`config.mk`:
```
export PLATFORM = sky130hd
export DESIGN_NAME = i2c_slave_regs
export DESIGN_NICKNAME = d
export VERILOG_FILES = /design/src/rtl/i2c_pkg.sv /design/src/rtl/i2c_line_cond.sv /design/src/rtl/i2c_slave_regs.sv
export SDC_FILE = /design/constraint.sdc
export NUM_CORES = 1
export LEC_CHECK = 0
export ABC_AREA = 0
export ABC_CLOCK_PERIOD_IN_PS = 5230
export BUFFER_PORTS_ARGS = -buffer_cell sky130_fd_sc_hd__buf_2
export CAP_MARGIN = 20
export CORE_MARGIN = 8
export CORE_UTILIZATION = 30
export CTS_BUF_LIST = sky130_fd_sc_hd__clkbuf_2
export DETAILED_ROUTE_END_ITERATION = 10
export SYNTH_ARGS = -nofsm -noshare
export SYNTH_HDL_FRONTEND = slang
export SYNTH_SLANG_ARGS = --single-unit
```
`constraint.sdc`:
```
create_clock -name clk_i -period 5.23 [get_ports clk_i]
set_input_delay 0.523 -clock clk_i [delete_from_list [all_inputs] [get_ports clk_i]]
set_output_delay 0.523 -clock clk_i [all_outputs]
set_load 0.05 [all_outputs]
```
`src/rtl/i2c_pkg.sv`:
```
// Shared types and constants for the I2C register-access slave.
package i2c_pkg;

  localparam logic [6:0] DEV_ADDR_DEF = 7'h3C;
  localparam int         BITCNT_W     = 4;

  typedef enum logic [3:0] {
    IDLE,
    DEV,
    DEV_ACK,
    REGH,
    REGH_ACK,
    REGL,
    REGL_ACK,
    WDAT,
    WDAT_ACK,
    RDAT,
    RDAT_ACK,
    IGNORE
  } state_e;

endpackage

```
`src/rtl/i2c_line_cond.sv`:
```
// SCL/SDA conditioning: 2-FF synchronizers, optional 3-sample majority filter
// (I2C_SLV_GLITCH_FILTER_EN), SCL edge and START/STOP detection.
module i2c_line_cond (
  input  logic clk_i,
  input  logic rst,
  input  logic scl_i,
  input  logic sda_i,
  output logic scl_rise_o,
  output logic scl_fall_o,
  output logic start_o,
  output logic stop_o,
  output logic sda_o
);

  logic [1:0] scl_sync_q, sda_sync_q;
  logic       scl_c, sda_c;
  logic       scl_dly_q, sda_dly_q;

  always_ff @(posedge clk_i or posedge rst) begin
    if (rst) begin
      scl_sync_q <= 2'b11;
      sda_sync_q <= 2'b11;
    end else begin
      scl_sync_q <= {scl_sync_q[0], scl_i};
      sda_sync_q <= {sda_sync_q[0], sda_i};
    end
  end

`ifdef I2C_SLV_GLITCH_FILTER_EN
  logic [2:0] scl_win_q, sda_win_q;

  function automatic logic maj3(input logic [2:0] v);
    return (v[0] & v[1]) | (v[0] & v[2]) | (v[1] & v[2]);
  endfunction

  // A level must occupy two of the three window slots to pass.
  always_ff @(posedge clk_i or posedge rst) begin
    if (rst) begin
      scl_win_q <= 3'b111;
      sda_win_q <= 3'b111;
    end else begin
      scl_win_q <= {scl_win_q[1:0], scl_sync_q[1]};
      sda_win_q <= {sda_win_q[1:0], sda_sync_q[1]};
    end
  end

  assign scl_c = maj3(scl_win_q);
  assign sda_c = maj3(sda_win_q);
`else
  assign scl_c = scl_sync_q[1];
  assign sda_c = sda_sync_q[1];
`endif

  always_ff @(posedge clk_i or posedge rst) begin
    if (rst) begin
      scl_dly_q <= 1'b1;
      sda_dly_q <= 1'b1;
    end else begin
      scl_dly_q <= scl_c;
      sda_dly_q <= sda_c;
    end
  end

  assign scl_rise_o = scl_c & ~scl_dly_q;
  assign scl_fall_o = ~scl_c & scl_dly_q;
  assign start_o    = scl_c & scl_dly_q & sda_dly_q & ~sda_c;
  assign stop_o     = scl_c & scl_dly_q & ~sda_dly_q & sda_c;
  assign sda_o      = sda_c;

endmodule

```
`src/rtl/i2c_slave_regs.sv`:
```
// I2C slave exposing a 16-bit register pointer with write/read strobes.
// Define I2C_SLV_GLITCH_FILTER_EN to enable the input majority filter.
module i2c_slave_regs
  import i2c_pkg::*;
#(
  parameter logic [6:0] DEV_ADDR = DEV_ADDR_DEF,
  parameter bit         AUTO_INC = 1'b1
) (
  input  logic        clk_i,
  input  logic        rst,
  input  logic        scl_i,
  input  logic        sda_i,
  output logic        sda_oe,
  output logic [15:0] reg_addr,
  output logic [7:0]  reg_wdata,
  output logic        reg_we,
  output logic        reg_re,
  input  logic [7:0]  reg_rdata,
  output logic        busy,
  output logic        stop_det
);

  localparam logic [BITCNT_W-1:0] BIT8 = BITCNT_W'(8);
  localparam logic [BITCNT_W-1:0] ONE  = BITCNT_W'(1);

  logic                scl_rise, scl_fall, start, stop, sda_s;
  state_e              state_q;
  logic [BITCNT_W-1:0] bitcnt_q;
  logic [7:0]          shift_q, regh_q, wdata_q;
  logic [15:0]         ptr_q, ptr_inc_d;
  logic                rw_q, ack_q, rd_load_q;
  logic                sda_oe_q, we_q, re_q, busy_q, stopdet_q;

  i2c_line_cond u_line (
    .clk_i      (clk_i),
    .rst        (rst),
    .scl_i      (scl_i),
    .sda_i      (sda_i),
    .scl_rise_o (scl_rise),
    .scl_fall_o (scl_fall),
    .start_o    (start),
    .stop_o     (stop),
    .sda_o      (sda_s)
  );

  assign ptr_inc_d = AUTO_INC ? ptr_q + 16'd1 : ptr_q;

  always_ff @(posedge clk_i or posedge rst) begin
    if (rst) begin
      state_q   <= IDLE;
      bitcnt_q  <= '0;
      shift_q   <= '0;
      regh_q    <= '0;
      wdata_q   <= '0;
      ptr_q     <= '0;
      rw_q      <= 1'b0;
      ack_q     <= 1'b0;
      rd_load_q <= 1'b0;
      sda_oe_q  <= 1'b0;
      we_q      <= 1'b0;
      re_q      <= 1'b0;
      busy_q    <= 1'b0;
      stopdet_q <= 1'b0;
    end else begin
      we_q      <= 1'b0;
      re_q      <= 1'b0;
      stopdet_q <= 1'b0;
      // Read data arrives one cycle after the strobe; capture it for shifting out.
      rd_load_q <= re_q;
      if (rd_load_q) shift_q <= reg_rdata;

      if (stop) begin
        state_q   <= IDLE;
        bitcnt_q  <= '0;
        sda_oe_q  <= 1'b0;
        busy_q    <= 1'b0;
        stopdet_q <= 1'b1;
      end else if (start) begin
        state_q  <= DEV;
        bitcnt_q <= '0;
        sda_oe_q <= 1'b0;
      end else begin
        case (state_q)
          DEV, REGH, REGL, WDAT: begin
            if (scl_rise) begin
              shift_q  <= {shift_q[6:0], sda_s};
              bitcnt_q <= bitcnt_q + ONE;
            end else if (scl_fall && bitcnt_q == BIT8) begin
              bitcnt_q <= '0;
              sda_oe_q <= 1'b1;
              if (state_q == DEV) begin
                if (shift_q[7:1] == DEV_ADDR) begin
                  state_q <= DEV_ACK;
                  busy_q  <= 1'b1;
                  rw_q    <= shift_q[0];
                end else begin
                  state_q  <= IGNORE;
                  sda_oe_q <= 1'b0;
                end
              end else if (state_q == REGH) begin
                regh_q  <= shift_q;
                state_q <= REGH_ACK;
              end else if (state_q == REGL) begin
                state_q <= REGL_ACK;
              end else begin
                we_q    <= 1'b1;
                wdata_q <= shift_q;
                state_q <= WDAT_ACK;
              end
            end
          end
          DEV_ACK: begin
            if (scl_rise && rw_q) begin
              re_q <= 1'b1;
            end else if (scl_fall) begin
              bitcnt_q <= '0;
              state_q  <= rw_q ? RDAT : REGH;
              sda_oe_q <= rw_q & ~shift_q[7];
            end
          end
          REGH_ACK: if (scl_fall) begin
            state_q  <= REGL;
            sda_oe_q <= 1'b0;
          end
          REGL_ACK: if (scl_fall) begin
            state_q  <= WDAT;
            sda_oe_q <= 1'b0;
            ptr_q    <= {regh_q, shift_q};
          end
          WDAT_ACK: if (scl_fall) begin
            state_q  <= WDAT;
            sda_oe_q <= 1'b0;
            ptr_q    <= ptr_inc_d;
          end
          RDAT: begin
            if (scl_rise) begin
              bitcnt_q <= bitcnt_q + ONE;
            end else if (scl_fall) begin
              if (bitcnt_q == BIT8) begin
                state_q  <= RDAT_ACK;
                sda_oe_q <= 1'b0;
                bitcnt_q <= '0;
              end else begin
                shift_q  <= {shift_q[6:0], 1'b0};
                sda_oe_q <= ~shift_q[6];
              end
            end
          end
          RDAT_ACK: begin
            if (scl_rise) begin
              ack_q <= ~sda_s;
              if (!sda_s) begin
                re_q  <= 1'b1;
                ptr_q <= ptr_inc_d;
              end
            end else if (scl_fall) begin
              state_q  <= ack_q ? RDAT : IGNORE;
              sda_oe_q <= ack_q & ~shift_q[7];
            end
          end
          IDLE, IGNORE: ;
          default: state_q <= IDLE;
        endcase
      end
    end
  end

  assign sda_oe    = sda_oe_q;
  assign reg_addr  = ptr_q;
  assign reg_wdata = wdata_q;
  assign reg_we    = we_q;
  assign reg_re    = re_q;
  assign busy      = busy_q;
  assign stop_det  = stopdet_q;

endmodule

```
# Word-level counts from Yosys, hierarchy flattened
# Cells that the tools add are included.
# W data, S select, Z words.
[word_totals]
reg_bits = 62
latchBits = 0
mem_bits_rw = 0
mem_bits_ro = 0
in_bits = 12
out_inout_bits = 29
word_cells = 179
memories = 0
[op_classes]
add_sub_neg = 2
n_mul = 0
n_div = 0
magnitude_cmp = 0
eq_ne = 35
n_shift = 0
mux = 80
bitwise_logic = 21
n_reduce_logical = 23
[op_table]
columns = ["operator", "n"]
rows = [
  ["$mux W4", 27],
  ["$mux W16", 4],
  ["$mux W8", 7],
  ["$pmux W16 S3", 1],
  ["$ne A4 B4 Y1 const B", 10],
  ["$mux W1", 35],
  ["$pmux W4 S7", 1],
  ["$reduce_and A7 Y1", 3],
  ["$eq A4 B4 Y1 const B", 5],
  ["$add A16 B1 Y16 const B", 1],
  ["$eq A4 B3 Y1 const B", 4],
  ["$pmux W8 S2", 1],
  ["$ne A5 B5 Y1 const B", 3],
  ["$not A1 Y1", 12],
  ["$pmux W4 S3", 1],
  ["$reduce_and A12 Y1", 1],
  ["$reduce_and A6 Y1", 2],
  ["$reduce_and A10 Y1", 1],
  ["$and A1 B1 Y1", 9],
  ["$eq A4 B2 Y1 const B", 2],
  ["$ne A2 B2 Y1 const B", 4],
  ["$ne A4 B1 Y1 const B", 2],
  ["$reduce_and A8 Y1", 1],
  ["$reduce_bool A2 Y1", 4],
  ["other kinds (17)", 20],
]

# Longest topological paths before layout
[depth]
depth_word = 9
mapped_depth = 9
mapped_depth_nobuf = 7

# Hierarchy
# Synthesis repeated with hierarchy kept, for this count alone.
[hier_totals]
hier_cells = 348
area_unflattened_um2 = 3474.6
[by_module_without_submodules]
columns = ["module", "n_inst", "cells_per_inst", "area_each_um2", "seq_area_each_um2"]
rows = [
  ["i2c_slave_regs", 1, 337, 3280.6, 1401.3],
  ["i2c_line_cond", 1, 11, 193.9, 157.7],
]

# Least setup slack after synthesis
# Ideal clock, no wire load.
[synth_path]
kind = "flip-flop to flip-flop"
startpoint = "register u_line.scl_sync_q[1]"
endpoint = "register state_q[0]"
setup_time_ns = 0.125
t_arrival_ns = 2.138
required_time_ns = 5.105
setup_slack_ns = 2.967
stages_incl_launch_ff = 9
n_path_buf = 1
synth_period_minus_slack_ns = 2.263
cell_sequence = "dfstp_2 -> inv_1 -> ha_1 -> clkbuf_2 -> or4b_2 -> o211ai_2 -> a2111oi_4 -> nor2_1 -> mux2_2"
[synth_via]
elab_chain_cells = 5
elab_cells_between_ends = 25
classes_between = "12 x eq/ne; 2 x mux; 8 x bitwise; 3 x reduce/logical"
[synth_lines]
columns = ["element", "line_no", "rtl"]
rows = [
  ["start, declared", "i2c_line_cond.sv:15", "logic [1:0] scl_sync_q, sda_sync_q;"],
  ["start signal, assigned", "i2c_line_cond.sv:24", "scl_sync_q <= {scl_sync_q[0], scl_i};"],
  ["$and A1 B1 Y1 / $not A1 Y1 (equally long branches)", "i2c_line_cond.sv:66, i2c_line_cond.sv:67, i2c_line_cond.sv:65", ""],
  ["$and A1 B1 Y1 (on tied branches)", "i2c_line_cond.sv:66, i2c_line_cond.sv:65, i2c_line_cond.sv:67", ""],
  ["$and A1 B1 Y1 (tied with other cells)", "i2c_line_cond.sv:66", "assign start_o = scl_c & scl_dly_q & sda_dly_q & ~sda_c;"],
  ["$ne A4 B4 Y1 (no source line) (tied with other cells)", "n/a", ""],
  ["$reduce_and A12 Y1 (no source line) / $mux W4 (equally long branches)", "n/a", ""],
  ["end signal, assigned", "i2c_slave_regs.sv:117", "state_q <= rw_q ? RDAT : REGH;"],
  ["end signal, assigned", "i2c_slave_regs.sv:157", "state_q <= ack_q ? RDAT : IGNORE;"],
  ["end, declared", "i2c_slave_regs.sv:27", "state_e state_q;"],
]
# Parallel ways exist; a longest one is shown, timed or not.
# A chain may end at the register's enable or synchronous reset.

# Worst setup path after layout
[layout_path]
startpoint = "register state_q[0]"
endpoint = "register shift_q[1]"
[layout_via]
elab_chain_cells = 5
elab_cells_between_ends = 9
classes_between = "5 x eq/ne; 3 x mux; 1 x reduce/logical"
[layout_lines]
columns = ["element", "line_no", "rtl"]
rows = [
  ["$eq A4 B1 Y1 (tied with other cells)", "i2c_slave_regs.sv:83", "case (state_q)"],
  ["$reduce_or A4 Y1", "i2c_slave_regs.sv:83", ""],
  ["$pmux W8 S2 (*)", "i2c_slave_regs.sv:83", ""],
  ["$mux W8 (*)", "i2c_slave_regs.sv:78", "end else if (start) begin"],
  ["$mux W8 (*)", "i2c_slave_regs.sv:72", "if (stop) begin"],
  ["end signal, assigned", "i2c_slave_regs.sv:70", "if (rd_load_q) shift_q <= reg_rdata;"],
  ["end signal, assigned", "i2c_slave_regs.sv:86", "shift_q <= {shift_q[6:0], sda_s};"],
  ["end signal, assigned", "i2c_slave_regs.sv:144", "shift_q <= {shift_q[6:0], 1'b0};"],
  ["end, declared", "i2c_slave_regs.sv:29", "logic [7:0] shift_q, regh_q, wdata_q;"],
]
# Mark *: on every way between the ends. The rest lies on a longest branch, timed or not.

==> metrics <==
Worst Path Arrival 2.92 ns; FF-to-FF End shift_q[1]; sequential power share 45.7%; starting density of the core 30.90%; Clock Latency Late Sink 0.49 ns; total number of vias 2823; Internal 890.3 µW; Reg2Reg Setup Slack 2.63 ns; die area 15550 µm²; # fillers 1160; final hold violations 0; Crit Path Category reg -> reg; worst-path fanout max 27; DP Area 3780 µm²; Psw 809.7 µW; Worst Tran Pin Value 0.8826 ns; GP Congestion 0.8400; critical path endpoint category flop; highest clock rate 385.0 MHz; Final Instance Area 3851 µm²; combinational share of power 41.0%; CP startpoint kind flop; drt drc 0; FFs w/ async S/R, synth 100.0%; initial antenna violation count 1; Root Driver clkbuf_2; Syn Inst Count 353; H-tree levels 3; Die H 124.7 µm; commonest non-fill, non-tap cells in the layout dfrtp_1 (56), buf_2 (40), o21ai_0 (33); Sw Share 47.63%; first-pass GRT wire length 14240 µm; Nets 399; hold wc startpoint scl_i; grt ovf 0; Worst R2R Path Depth 4; EDFF count, synth 0; largest net degree at the start of global routing 63; number of global-route vias before repair 2766; TritonCTS buffer count 9; CP startpoint state_q[0]; PnR Total Power 1700 µW; # clock sinks 62; Synthesized Nets 371; Detail Route Antenna Nets 0; number of synthesized register bits 62; worst vdd ir 147.2 µV; post_cts resized 0; CTS clk-pin slew, worst paths 0.16 ns; worst r2r src state_q[0]; Area Growth Syn to Fin 8.686%; TritonRoute pass-1 iters 5; period utilization 49.67%; max_slew headroom 41.16%; clk buf depth 2; IO buf count 40; core area 11470 µm²; setup TNS 0 ns; Leak 0.001709 µW; Total GRT Usage 11.10%; Cell Rows 39; DPL Wire Length 5974 µm; Vias/cell 5.347; hold worst-path end u_line.scl_sync_q[0]; Syn Area/Cell 10.04 µm²; class of the worst hold path in -> reg; sequential-to-total area share from yosys stat 44.00%; post-cts hold buffer count 0; initial drt markers 196; Clk pwr share 13.3%; skew final 0.02321 ns; CTS tree built; max-slew violation count 0; status complete, no violations; num ports 41; Hold Crit Depth 1; CP required 5.55 ns; warnings from Yosys 0; unrepaired setup endpoints after global routing no; MaxCap Viol Count 0; setup repair bufs after CTS 0; Primary FF master, synth dfrtp_1; layout cells sized above 1 25.26%; post-layout min period 2.598 ns; final setup violating endpoints 0; synthesized cell area 3543 µm²; most common cell after layout, fill and taps aside dfrtp_1; post-synth cell types 68; DR WL/cell 16.48 µm; Die X 124.7 µm; final WL 8703 µm; power per cell area 441.4 nW/µm²
[sequential cells by signal (all words and copies together), names as in the netlist, 2 cells and up]
register	count
bitcnt_q	4
shift_q	8
u_line.sda_sync_q	2
regh_q	8
u_line.scl_sync_q	2
reg_addr	16
state_q	4
reg_wdata	8
[layout make-up]
type	count	area [µm²]	share of cell area [%]
clock buffer	11	55.05	1.430
clock inverter	3	13.76	0.3574
timing repair buffer	43	222.7	5.783
inverter	8	30.03	0.7797
sequential	62	1559	40.48
antenna	1	2.502	0.06498
multi-input combinational	257	1789	46.46
tap	143	178.9	4.646
[power by group through the flow]
stage               Clock (µW)  Combinational, µW  Sequential (µW)
floorplan                    0                470              848
finish                     226                697              777
global placement             0                689              778
CTS                        240                700              774
detailed placement           0                698              783
global route               256                753              801
[metrics by stage]
step	std cells	hold WS [ns]	worst slack, ns	util, %
5_1_grt	528	0.05252	2.298	33.58
4_1_cts	527	0.06855	2.665	33.56
3_3_place_gp	513	0.3470	2.754	32.96
3_5_place_dp	513	0.3470	2.719	32.96
2_1_floorplan	353	0.3452	2.967	-
6_report	528	0.1141	2.632	33.58
[worst max-delay path, stage by stage, from the launching register on]
cell and delay, ns:
dfrtp_1 0.84, nor2b_1 0.52, nand2_1 0.11, a21oi_1 0.70, o21ai_0 0.26
[worst max-delay path by stage]
| stage | endpoint | slack (ns) | cells after the start |
|---|---|---|---|
| floorplan | state_q[0] | 2.97 | 8 |
| global placement | regh_q[7] | 2.75 | 7 |
| detailed placement | shift_q[1] | 2.72 | 6 |
| CTS | shift_q[1] | 2.66 | 4 |
| global route | shift_q[1] | 2.30 | 4 |
| finish | shift_q[1] | 2.63 | 4 |
[synth_stat cells (3+ instances only)]
library cell	number	share of area, %
a21oi_1	25	3.5
a2bb2oi_1	9	2.2
a31oi_1	3	0.53
and2_1	5	0.88
and3_1	5	0.88
and4_1	3	0.74
buf_2	3	0.42
buf_6	3	0.95
clkbuf_1	11	1.2
clkbuf_2	3	0.42
clkbuf_8	3	1.2
dfrtp_1	56	40
dfstp_2	6	4.4
ha_1	6	2.1
inv_1	8	0.85
mux2_2	18	5.7
mux2i_1	13	3.7
nand2_1	32	3.4
nand2b_1	4	0.71
nand3_1	14	2.0
nand3b_1	4	0.85
nand4_1	5	0.88
nor2_1	17	1.8
nor2b_1	7	1.2
o21ai_0	33	4.7
o22ai_1	5	0.88
[kinds of logic (layout without fill, tap and decap cells)]
group | count (synthesis) | after routing | share of synthesized area, %
and+or+nand+nor | 117 | 117 | 19.14
adders and majority gates | 6 | 6 | 2.119
buffers and inverters | 34 | 65 | 5.508
xor gates and xnor gates | 2 | 2 | 0.4944
AOI/OAI and AO/OA | 101 | 101 | 19.35
other | 0 | 1 | 0
muxes | 31 | 31 | 9.392
DFF | 62 | 62 | 44.00
[metal layers]
layer | share of wire [%] | global-route usage (%)
met1 | 49 | 14.34
met2 | 45 | 16.97
met3 | 4.5 | 2.723
met4 | 2.0 | 5.174
met5 | 0 | 0
No activity file was read; power rests on OpenSTA's default activity.
